### src/rtl/pipe_pkg.sv
// Shared definitions for the pipeline hazard controller: PC-select
// encodings and the MDU sequencer state type.
package pipe_pkg;

  localparam logic [1:0] PC_SEL_ADDER = 2'b00;
  localparam logic [1:0] PC_SEL_IDPC  = 2'b01;
  localparam logic [1:0] PC_SEL_HOLD  = 2'b10;

  typedef enum logic {
    MDU_IDLE = 1'b0,
    MDU_BUSY = 1'b1
  } mdu_state_t;

endpackage

### src/rtl/pipe_hazard_ctrl_if.sv
// Handshake bundle between the pipeline datapath (master) and the hazard
// controller (slave).
interface pipe_hazard_ctrl_if;

  logic [4:0]  id_rs;
  logic [4:0]  id_rt;
  logic        id_rs_used;
  logic        id_rt_used;
  logic        exe_is_load;
  logic [4:0]  exe_rf_waddr;
  logic        id_branch_taken;
  logic        id_mdu_start;
  logic        id_mdu_div;
  logic        id_mdu_read;
  logic [1:0]  if_pc_sel;
  logic        if_id_hold;
  logic        id_exe_flush;
  logic        mdu_start;
  logic        mdu_busy;
  logic [31:0] stall_cnt;

  modport master (
    output id_rs, id_rt, id_rs_used, id_rt_used, exe_is_load, exe_rf_waddr,
           id_branch_taken, id_mdu_start, id_mdu_div, id_mdu_read,
    input  if_pc_sel, if_id_hold, id_exe_flush, mdu_start, mdu_busy, stall_cnt
  );

  modport slave (
    input  id_rs, id_rt, id_rs_used, id_rt_used, exe_is_load, exe_rf_waddr,
           id_branch_taken, id_mdu_start, id_mdu_div, id_mdu_read,
    output if_pc_sel, if_id_hold, id_exe_flush, mdu_start, mdu_busy, stall_cnt
  );

endinterface

### src/rtl/pipe_hazard_ctrl_mdu_seq.sv
// MDU sequencer: accepts a mult/div launch when idle and not stalled, then
// reports busy for exactly the configured latency.
module mdu_seq
  import pipe_pkg::*;
#(
  parameter int unsigned MUL_CYCLES = 4,
  parameter int unsigned DIV_CYCLES = 32
) (
  input  logic clk,
  input  logic rst_n,
  input  logic start_req,
  input  logic div,
  input  logic stall,
  output logic mdu_start,
  output logic mdu_busy
);

  localparam logic [5:0] MUL_LOAD = 6'(MUL_CYCLES - 1);
  localparam logic [5:0] DIV_LOAD = 6'(DIV_CYCLES - 1);

  mdu_state_t state;
  logic [5:0] cnt;
  logic       accept;

  // Launch decision is combinational so the pulse appears in the accept cycle.
  assign accept    = (state == MDU_IDLE) && start_req && !stall;
  assign mdu_start = rst_n && accept;

  // Sequencer state, latency down-counter and registered busy flag.
  always_ff @(posedge clk) begin
    if (!rst_n) begin
      state    <= MDU_IDLE;
      cnt      <= '0;
      mdu_busy <= 1'b0;
    end else begin
      case (state)
        MDU_IDLE: begin
          if (accept) begin
            state    <= MDU_BUSY;
            mdu_busy <= 1'b1;
            cnt      <= div ? DIV_LOAD : MUL_LOAD;
          end
        end
        MDU_BUSY: begin
          if (cnt != '0) begin
            cnt <= cnt - 6'd1;
          end else begin
            state    <= MDU_IDLE;
            mdu_busy <= 1'b0;
          end
        end
        default: begin
          state    <= MDU_IDLE;
          mdu_busy <= 1'b0;
        end
      endcase
    end
  end

endmodule

### src/rtl/pipe_hazard_ctrl.sv
// Pipeline hazard controller: load-use and MDU-busy stall detection, PC
// select / IF-ID hold / ID-EXE flush generation, and an optional stall-cycle
// counter enabled by macro PIPE_STALL_CNT_EN.
module pipe_hazard_ctrl
  import pipe_pkg::*;
#(
  parameter int unsigned MUL_CYCLES = 4,
  parameter int unsigned DIV_CYCLES = 32
) (
  input  logic                   clk,
  input  logic                   rst_n,
  pipe_hazard_ctrl_if.slave      bus
);

  logic load_stall;
  logic mdu_stall;
  logic stall;

  // Hazard detection; register 0 is never a real dependency.
  always_comb begin
    load_stall = 1'b0;
    if (bus.exe_is_load && (bus.exe_rf_waddr != 5'd0)) begin
      load_stall = (bus.id_rs_used && (bus.id_rs == bus.exe_rf_waddr)) ||
                   (bus.id_rt_used && (bus.id_rt == bus.exe_rf_waddr));
    end
    mdu_stall = bus.mdu_busy && (bus.id_mdu_start || bus.id_mdu_read);
    stall     = load_stall || mdu_stall;
  end

  // Front-end control: stall wins over a branch redirect.
  always_comb begin
    bus.if_pc_sel    = PC_SEL_ADDER;
    bus.if_id_hold   = 1'b0;
    bus.id_exe_flush = 1'b0;
    if (stall) begin
      bus.if_pc_sel    = PC_SEL_HOLD;
      bus.if_id_hold   = 1'b1;
      bus.id_exe_flush = 1'b1;
    end else if (bus.id_branch_taken) begin
      bus.if_pc_sel = PC_SEL_IDPC;
    end
  end

  mdu_seq #(
    .MUL_CYCLES (MUL_CYCLES),
    .DIV_CYCLES (DIV_CYCLES)
  ) u_mdu_seq (
    .clk       (clk),
    .rst_n     (rst_n),
    .start_req (bus.id_mdu_start),
    .div       (bus.id_mdu_div),
    .stall     (stall),
    .mdu_start (bus.mdu_start),
    .mdu_busy  (bus.mdu_busy)
  );

`ifdef PIPE_STALL_CNT_EN
  logic [31:0] stall_cnt_q;

  // Saturating count of stalled cycles.
  always_ff @(posedge clk) begin
    if (!rst_n) begin
      stall_cnt_q <= '0;
    end else if (stall && (stall_cnt_q != '1)) begin
      stall_cnt_q <= stall_cnt_q + 32'd1;
    end
  end

  assign bus.stall_cnt = stall_cnt_q;
`else
  assign bus.stall_cnt = '0;
`endif

endmodule

### src/flat_wrapper.sv
// flat-port wrapper written by rule: the top's interface ports become plain ports
module pipe_hazard_ctrl_flat import pipe_pkg::*;
#(
  parameter int unsigned MUL_CYCLES = 4,
  parameter int unsigned DIV_CYCLES = 32
)
  (clk, rst_n, bus_id_rs, bus_id_rt, bus_id_rs_used, bus_id_rt_used, bus_exe_is_load, bus_exe_rf_waddr, bus_id_branch_taken, bus_id_mdu_start, bus_id_mdu_div, bus_id_mdu_read, bus_if_pc_sel, bus_if_id_hold, bus_id_exe_flush, bus_mdu_start, bus_mdu_busy, bus_stall_cnt);
  pipe_hazard_ctrl_if bus_i ();
  input  logic clk;
  input  logic rst_n;
  input wire logic [$bits(bus_i.id_rs)-1:0] bus_id_rs;
  input wire logic [$bits(bus_i.id_rt)-1:0] bus_id_rt;
  input wire logic [$bits(bus_i.id_rs_used)-1:0] bus_id_rs_used;
  input wire logic [$bits(bus_i.id_rt_used)-1:0] bus_id_rt_used;
  input wire logic [$bits(bus_i.exe_is_load)-1:0] bus_exe_is_load;
  input wire logic [$bits(bus_i.exe_rf_waddr)-1:0] bus_exe_rf_waddr;
  input wire logic [$bits(bus_i.id_branch_taken)-1:0] bus_id_branch_taken;
  input wire logic [$bits(bus_i.id_mdu_start)-1:0] bus_id_mdu_start;
  input wire logic [$bits(bus_i.id_mdu_div)-1:0] bus_id_mdu_div;
  input wire logic [$bits(bus_i.id_mdu_read)-1:0] bus_id_mdu_read;
  output wire logic [$bits(bus_i.if_pc_sel)-1:0] bus_if_pc_sel;
  output wire logic [$bits(bus_i.if_id_hold)-1:0] bus_if_id_hold;
  output wire logic [$bits(bus_i.id_exe_flush)-1:0] bus_id_exe_flush;
  output wire logic [$bits(bus_i.mdu_start)-1:0] bus_mdu_start;
  output wire logic [$bits(bus_i.mdu_busy)-1:0] bus_mdu_busy;
  output wire logic [$bits(bus_i.stall_cnt)-1:0] bus_stall_cnt;
  assign bus_i.id_rs = bus_id_rs;
  assign bus_i.id_rt = bus_id_rt;
  assign bus_i.id_rs_used = bus_id_rs_used;
  assign bus_i.id_rt_used = bus_id_rt_used;
  assign bus_i.exe_is_load = bus_exe_is_load;
  assign bus_i.exe_rf_waddr = bus_exe_rf_waddr;
  assign bus_i.id_branch_taken = bus_id_branch_taken;
  assign bus_i.id_mdu_start = bus_id_mdu_start;
  assign bus_i.id_mdu_div = bus_id_mdu_div;
  assign bus_i.id_mdu_read = bus_id_mdu_read;
  assign bus_if_pc_sel = bus_i.if_pc_sel;
  assign bus_if_id_hold = bus_i.if_id_hold;
  assign bus_id_exe_flush = bus_i.id_exe_flush;
  assign bus_mdu_start = bus_i.mdu_start;
  assign bus_mdu_busy = bus_i.mdu_busy;
  assign bus_stall_cnt = bus_i.stall_cnt;
  pipe_hazard_ctrl #(.MUL_CYCLES(MUL_CYCLES), .DIV_CYCLES(DIV_CYCLES)) u_core (.clk(clk), .rst_n(rst_n), .bus(bus_i));
endmodule
### config.mk
export PLATFORM = sky130hd
export DESIGN_NAME = pipe_hazard_ctrl_flat
export DESIGN_NICKNAME = d
export VERILOG_FILES = /design/src/rtl/pipe_pkg.sv /design/src/rtl/pipe_hazard_ctrl_if.sv /design/src/rtl/pipe_hazard_ctrl_mdu_seq.sv /design/src/rtl/pipe_hazard_ctrl.sv /design/src/flat_wrapper.sv
export SDC_FILE = /design/constraint.sdc
export NUM_CORES = 1
export LEC_CHECK = 0
export BUFFER_PORTS_ARGS = -buffer_cell sky130_fd_sc_hd__buf_2
export CAP_MARGIN = 20
export CORE_UTILIZATION = 40
export DETAILED_ROUTE_END_ITERATION = 16
export PLACE_DENSITY = 0.83
export SYNTH_ARGS = -nofsm -noshare
export SYNTH_HDL_FRONTEND = slang
export SYNTH_SLANG_ARGS = --single-unit
### constraint.sdc
create_clock -name clk -period 2.1 [get_ports clk]
set_input_delay 0.42 -clock clk [delete_from_list [all_inputs] [get_ports clk]]
set_output_delay 0.42 -clock clk [all_outputs]
set_load 0.01 [all_outputs]
After elaboration in Yosys (flattened, before gate mapping)
Index checks and enable logic that the tools add are counted.
- add/sub/neg operators: 1
- $mul: 0
- divide/modulo/power cells: 0
- order comparisons: 0
- equal/unequal tests: 5
- shift-type cells: 0
- multiplexer cells: 14
- bitwise operators: 1
- reduce and logical (&&, ||, !) cells: 15
- operators with widths (cell ; count):
    $mux W6 ; 2
    $pmux W6 S2 ; 1
    $eq A5 B5 Y1 ; 2
    $logic_and A1 B1 Y1 ; 7
    $mux W1 ; 7
    $reduce_bool A6 Y1 ; 1
    $sub A6 B1 Y6 const B ; 1
    $mux W5 ; 1
    $reduce_bool A5 Y1 ; 1
    $ne A2 B2 Y1 const B ; 2
    $pmux W1 S2 ; 2
    $reduce_and A2 Y1 ; 2
    $logic_or A1 B1 Y1 ; 3
    $mux W2 ; 1
    $ne A2 B1 Y1 const B ; 1
    $logic_not A1 Y1 ; 1
    $not A1 Y1 ; 1
- register bits: 8
- latch bits: 0
- RAM bits: 0
- ROM bits: 0
- input port bits: 24
- output and inout bits: 38
- word-level logic and storage cells: 39
- memories kept: 0

Depth between registers and ports, before layout
- depth in word-level cells: 9
- depth in mapped cells: 7
- mapped depth without buffers: 7

Hierarchy
Synthesis repeated with hierarchy kept, for this count alone.
- cells, all modules: 101
- area, all modules: 878.3 um^2
- modules (own cells, without submodules) (module ; instances ; cells an instance ; area each (um^2) ; seq. area each (um^2)):
    mdu_seq ; 1 ; 47 ; 467.9 ; 160.2
    pipe_hazard_ctrl ; 1 ; 54 ; 410.4 ; 0.0

Worst setup path after synthesis
OpenSTA, ideal clock, no wires.
- path type: input to output
- from: input bus_exe_rf_waddr[2]
- to: output bus_mdu_start
- arrival time: 1.517 ns
- required time: 1.680 ns
- setup slack: 0.163 ns
- stages on the path: 4
- buffers on the path: 0
- path through: or4_1 > o21a_1 > a21oi_1 > and2_1
- word-level cells in the longest chain between the ends: 8
- elaborated cells on any way between the ends: 12
- classes of those cells: eq/ne (2); mux (1); reduce/logical (9)
- RTL lines (what ; RTL line ; RTL):
    start: declaration ; flat_wrapper.sv:16 ; input wire logic [$bits(bus_i.exe_rf_waddr)-1:0] bus_exe_rf_waddr;
    $eq A5 B5 Y1 (on tied branches) ; pipe_hazard_ctrl.sv:23, pipe_hazard_ctrl.sv:24 ;
    $logic_and A1 B1 Y1 (on tied branches) ; pipe_hazard_ctrl.sv:23, pipe_hazard_ctrl.sv:24 ;
    $logic_or A1 B1 Y1 ; pipe_hazard_ctrl.sv:23 ; load_stall = (bus.id_rs_used && (bus.id_rs == bus.exe_rf_waddr)) ||
    $mux W1 * ; pipe_hazard_ctrl.sv:22 ; if (bus.exe_is_load && (bus.exe_rf_waddr != 5'd0)) begin
    $logic_or A1 B1 Y1 * ; pipe_hazard_ctrl.sv:27 ; stall = load_stall || mdu_stall;
    $logic_not A1 Y1 * ; pipe_hazard_ctrl_mdu_seq.sv:26 ; assign accept = (state == MDU_IDLE) && start_req && !stall;
    $logic_and A1 B1 Y1 * ; pipe_hazard_ctrl_mdu_seq.sv:26 ;
    $logic_and A1 B1 Y1 * ; pipe_hazard_ctrl_mdu_seq.sv:27 ; assign mdu_start = rst_n && accept;
    end: declaration ; flat_wrapper.sv:24 ; output wire logic [$bits(bus_i.mdu_start)-1:0] bus_mdu_start;
Every way passes the cells marked *; elsewhere a longest branch is shown, timed or not.

Final worst setup path
- from: input bus_exe_rf_waddr[2]
- to: output bus_if_pc_sel[0]
- word-level cells in the longest chain between the ends: 6
- elaborated cells on any way between the ends: 10
- classes of those cells: eq/ne (2); mux (2); reduce/logical (6)
- RTL lines (what ; RTL line ; RTL):
    $eq A5 B5 Y1 (on tied branches) ; pipe_hazard_ctrl.sv:23, pipe_hazard_ctrl.sv:24 ;
    $logic_and A1 B1 Y1 (on tied branches) ; pipe_hazard_ctrl.sv:23, pipe_hazard_ctrl.sv:24 ;
    $logic_or A1 B1 Y1 ; pipe_hazard_ctrl.sv:23 ;
    $mux W1 * ; pipe_hazard_ctrl.sv:22 ;
    $logic_or A1 B1 Y1 * ; pipe_hazard_ctrl.sv:27 ;
    $mux W2 * ; pipe_hazard_ctrl.sv:35 ; if (stall) begin
    end: declaration ; flat_wrapper.sv:21 ; output wire logic [$bits(bus_i.if_pc_sel)-1:0] bus_if_pc_sel;
Marks and branches as above.

==> impl_metrics.json <==
{
  "layout_commonest_cell": "conb_1",
  "synthCells": 116,
  "stdcell_count": 179,
  "drt_pre_antenna_iters": 4,
  "nets": 179,
  "dr_wl_met2_um": 987,
  "dieArea_um2": 2530,
  "dieWidth_um": 50.3,
  "start_util_pct": 42.1,
  "grt_pass1_vias": 702,
  "grt_pass1_wl_um": 2770,
  "violations": "negative setup slack",
  "endpoint_kind": "primary output",
  "worst_slack_ns": -0.00537,
  "place_inst": 175,
  "yosys_warnings": 0,
  "final_cell_mix": "conb_1, buf_2, xnor2_1, nand2_1, dfxtp_1",
  "synth.ff_latch_count": 8,
  "final.setup_skew_ns": 0.00498,
  "hold_viol": 0,
  "combPwrFrac_pct": 47.9,
  "synth-seq-area-share_pct": 17.2,
  "path_common_cell": "buf_6",
  "ant_nets": 0,
  "antenna_found_initial": 0,
  "die_y_um": 50.3,
  "p_sw_uw": 238,
  "clockPowerShare_pct": 18.9,
  "hold_class": "primary input to register",
  "syn_to_final_growth_pct": 16.6,
  "outcome": "finished, violations left",
  "drv_cap": 0,
  "finalCriticalPeriod_ns": 2.11,
  "avgSynthCellArea_um2": 8.04,
  "drt-total-wl_um": 1850,
  "rows": 17,
  "vias": 814,
  "core_region_area_um2": 2210,
  "wl_met3_um": 113,
  "clock-sinks": 8,
  "power_frac_seq_pct": 33.2,
  "portBuffers": 29,
  "gp_congestion": 0.803,
  "tns_ns": -0.00537,
  "p_leak_nw": 0.558,
  "worstPathArrival_ns": 1.69,
  "rsz0062_at_grt": "true",
  "hold_ws_ns": 0.492,
  "grt_overflow": 0,
  "max_freq_ghz": 0.475,
  "wl_per_cell_um": 10.3,
  "vdd_drop_max_mv": 0.387,
  "critPathSlowestCell": "or4_1",
  "root_buffer": "clkbuf_4",
  "clk_latency_ns": 0.25,
  "p_sw_share_pct": 38.9,
  "pwr_density_cell_nw_per_um2": 564,
  "cts_tree": "done",
  "n_antenna_cell": 0,
  "fin_crit_sh_pct": 100,
  "finalSetupViolCount": 1,
  "vias_per_cell": 4.55,
  "htreeDepth": 1,
  "ys_types": 35,
  "cts_made_buffers": 3,
  "p_int_uw": 375,
  "dr.max_layer_used": "met4",
  "maxSlewViolCount": 0,
  "crit_required_ns": 1.68,
  "path_clk_slew_ns": 0.05,
  "place_hpwl_um": 1420,
  "top_level_ports": 62,
  "drt_iter0_drc": 8,
  "layout-drive-gt1-share_pct": 31.8,
  "path_class": "primary input to primary output",
  "synth.cell_area_um2": 932,
  "grt_use_total_pct": 14.2,
  "route.detailed.drc": 0,
  "worstPathCellList": "buf_6 > or4_1 > o21a_1 > buf_6 > nand2_4 > and3_4 > buf_6",
  "cts_buffer_depth": 2,
  "grt_max_degree": 12,
  "max_stage_delay_ns": 0.50,
  "critPathLaunchType": "primary input",
  "crit_fanout": 2,
  "met1_length_um": 727
}
## cells in the mapped netlist, drive strengths merged
library cell,instances,area (um2)
clkbuf,1,3.75
xnor2,10,87.6
a21oi,5,25.0
or4,1,7.51
o41ai,1,8.76
o211ai,1,7.51
a221oi,1,8.76
or4b,1,13.8
o21ai,4,31.3
nand4b,1,8.76
ha,2,25.0
nand3,2,10.0
conb,1,3.75
nor2,5,18.8
buf,34,255
nand2,11,41.3
dfxtp,8,160
nand4,2,12.5
o22ai,1,20.0
o31a,1,8.76
o31ai,1,7.51
a22oi,1,21.3
mux2,1,11.3
and2,5,33.8
and3,1,6.26
o211a,2,20.0
inv,4,15.0
nor3,1,5.00
nor4,1,6.26
o2bb2ai,2,17.5
a21boi,1,7.51
a211oi,1,7.51
o21a,2,15.0
## power by group through the flow
stage / sequential [mW] / combinational, mW / clock, mW
after floorplan: 0.202 / 0.250 / 0
after global placement: 0.205 / 0.272 / 0
after detailed placement: 0.205 / 0.279 / 0
after CTS: 0.203 / 0.287 / 0.122
after global routing: 0.207 / 0.327 / 0.124
final: 0.204 / 0.294 / 0.116
## cell type report
cell class                      instances  area (um2)
Tap cell                               28        35.0
Timing Repair Buffer                   36         224
Inverter                                4        15.0
Multi-Input combinational cell        100         631
Sequential cell                         8         160
Fill cell                             226        1120
Clock buffer                            3        22.5
## path summary, 6_finish.rpt
| kind | start | to | slack, ns | cells after the start |
|---|---|---|---|---|
| worst min-delay path | rst_n | u_core.u_mdu_seq.mdu_busy$_SDFFE_PN0P_ | 0.49 | 2 |
| worst min register to register | u_core.u_mdu_seq.cnt[1]$_SDFFE_PN0P_ | u_core.u_mdu_seq.cnt[1]$_SDFFE_PN0P_ | 0.53 | 1 |
| worst max-delay path | bus_exe_rf_waddr[2] | bus_if_pc_sel[0] | -0.005 | 7 |
| worst max register to register | u_core.u_mdu_seq.cnt[0]$_SDFFE_PN0P_ | u_core.u_mdu_seq.cnt[0]$_SDFFE_PN0P_ | 0.18 | 7 |
## worst max-delay path, delay by kind of cell
| family | cells | cell delay (ns) |
|---|---|---|
| AO/OA/AOI/OAI | 1 | 0.21 |
| buffers and inverters | 3 | 0.32 |
| AND/OR/NAND/NOR | 3 | 0.73 |
## metal layers
metal  global-route usage, %  vias up
li1                        -      405
met1                    15.2      373
met2                    27.1       33
met3                    3.33        3
met4                    4.29        0
met5                       0        -
## state kept, by name (all words and copies together), names as in the netlist
register,count
u_core.u_mdu_seq.state,1
u_core.u_mdu_seq.cnt,6
u_core.u_mdu_seq.mdu_busy,1
## stage by stage
step                      setup WS (ns)  util (%)  total power [mW]  area (um2)
after floorplan                   0.163         -             0.451        1050
after global placement          -0.0200      45.9             0.477        1010
after detailed placement        -0.0391      45.9             0.485        1010
after CTS                      0.000170      48.1             0.611        1060
after global routing            -0.0449      49.2             0.658        1090
final                          -0.00537      49.2             0.614        1090
## kinds of logic (layout without fill, tap and decap cells)
kind of cell | Yosys count | in the layout | synth area share (%)
flip-flops | 8 | 8 | 17.2
AND/OR/NAND/NOR | 31 | 31 | 17.6
buffers and inverters | 39 | 43 | 29.4
adder cells (fa/ha/maj) | 2 | 2 | 2.68
XOR/XNOR | 10 | 10 | 9.40
AO/OA/AOI/OAI | 24 | 24 | 22.1
multiplexers | 1 | 1 | 1.21
other | 1 | 32 | 0.402
## timing repair
| action | CTS | global route |
|---|---|---|
| setup buffers | 1 | 0 |
| resized for setup | 6 | 4 |
| endpoints found under the setup margin | 2 | 5 |
| pin swaps | 3 | 4 |
| hold buffers | 0 | 0 |
(Power assumes the default switching activity.)
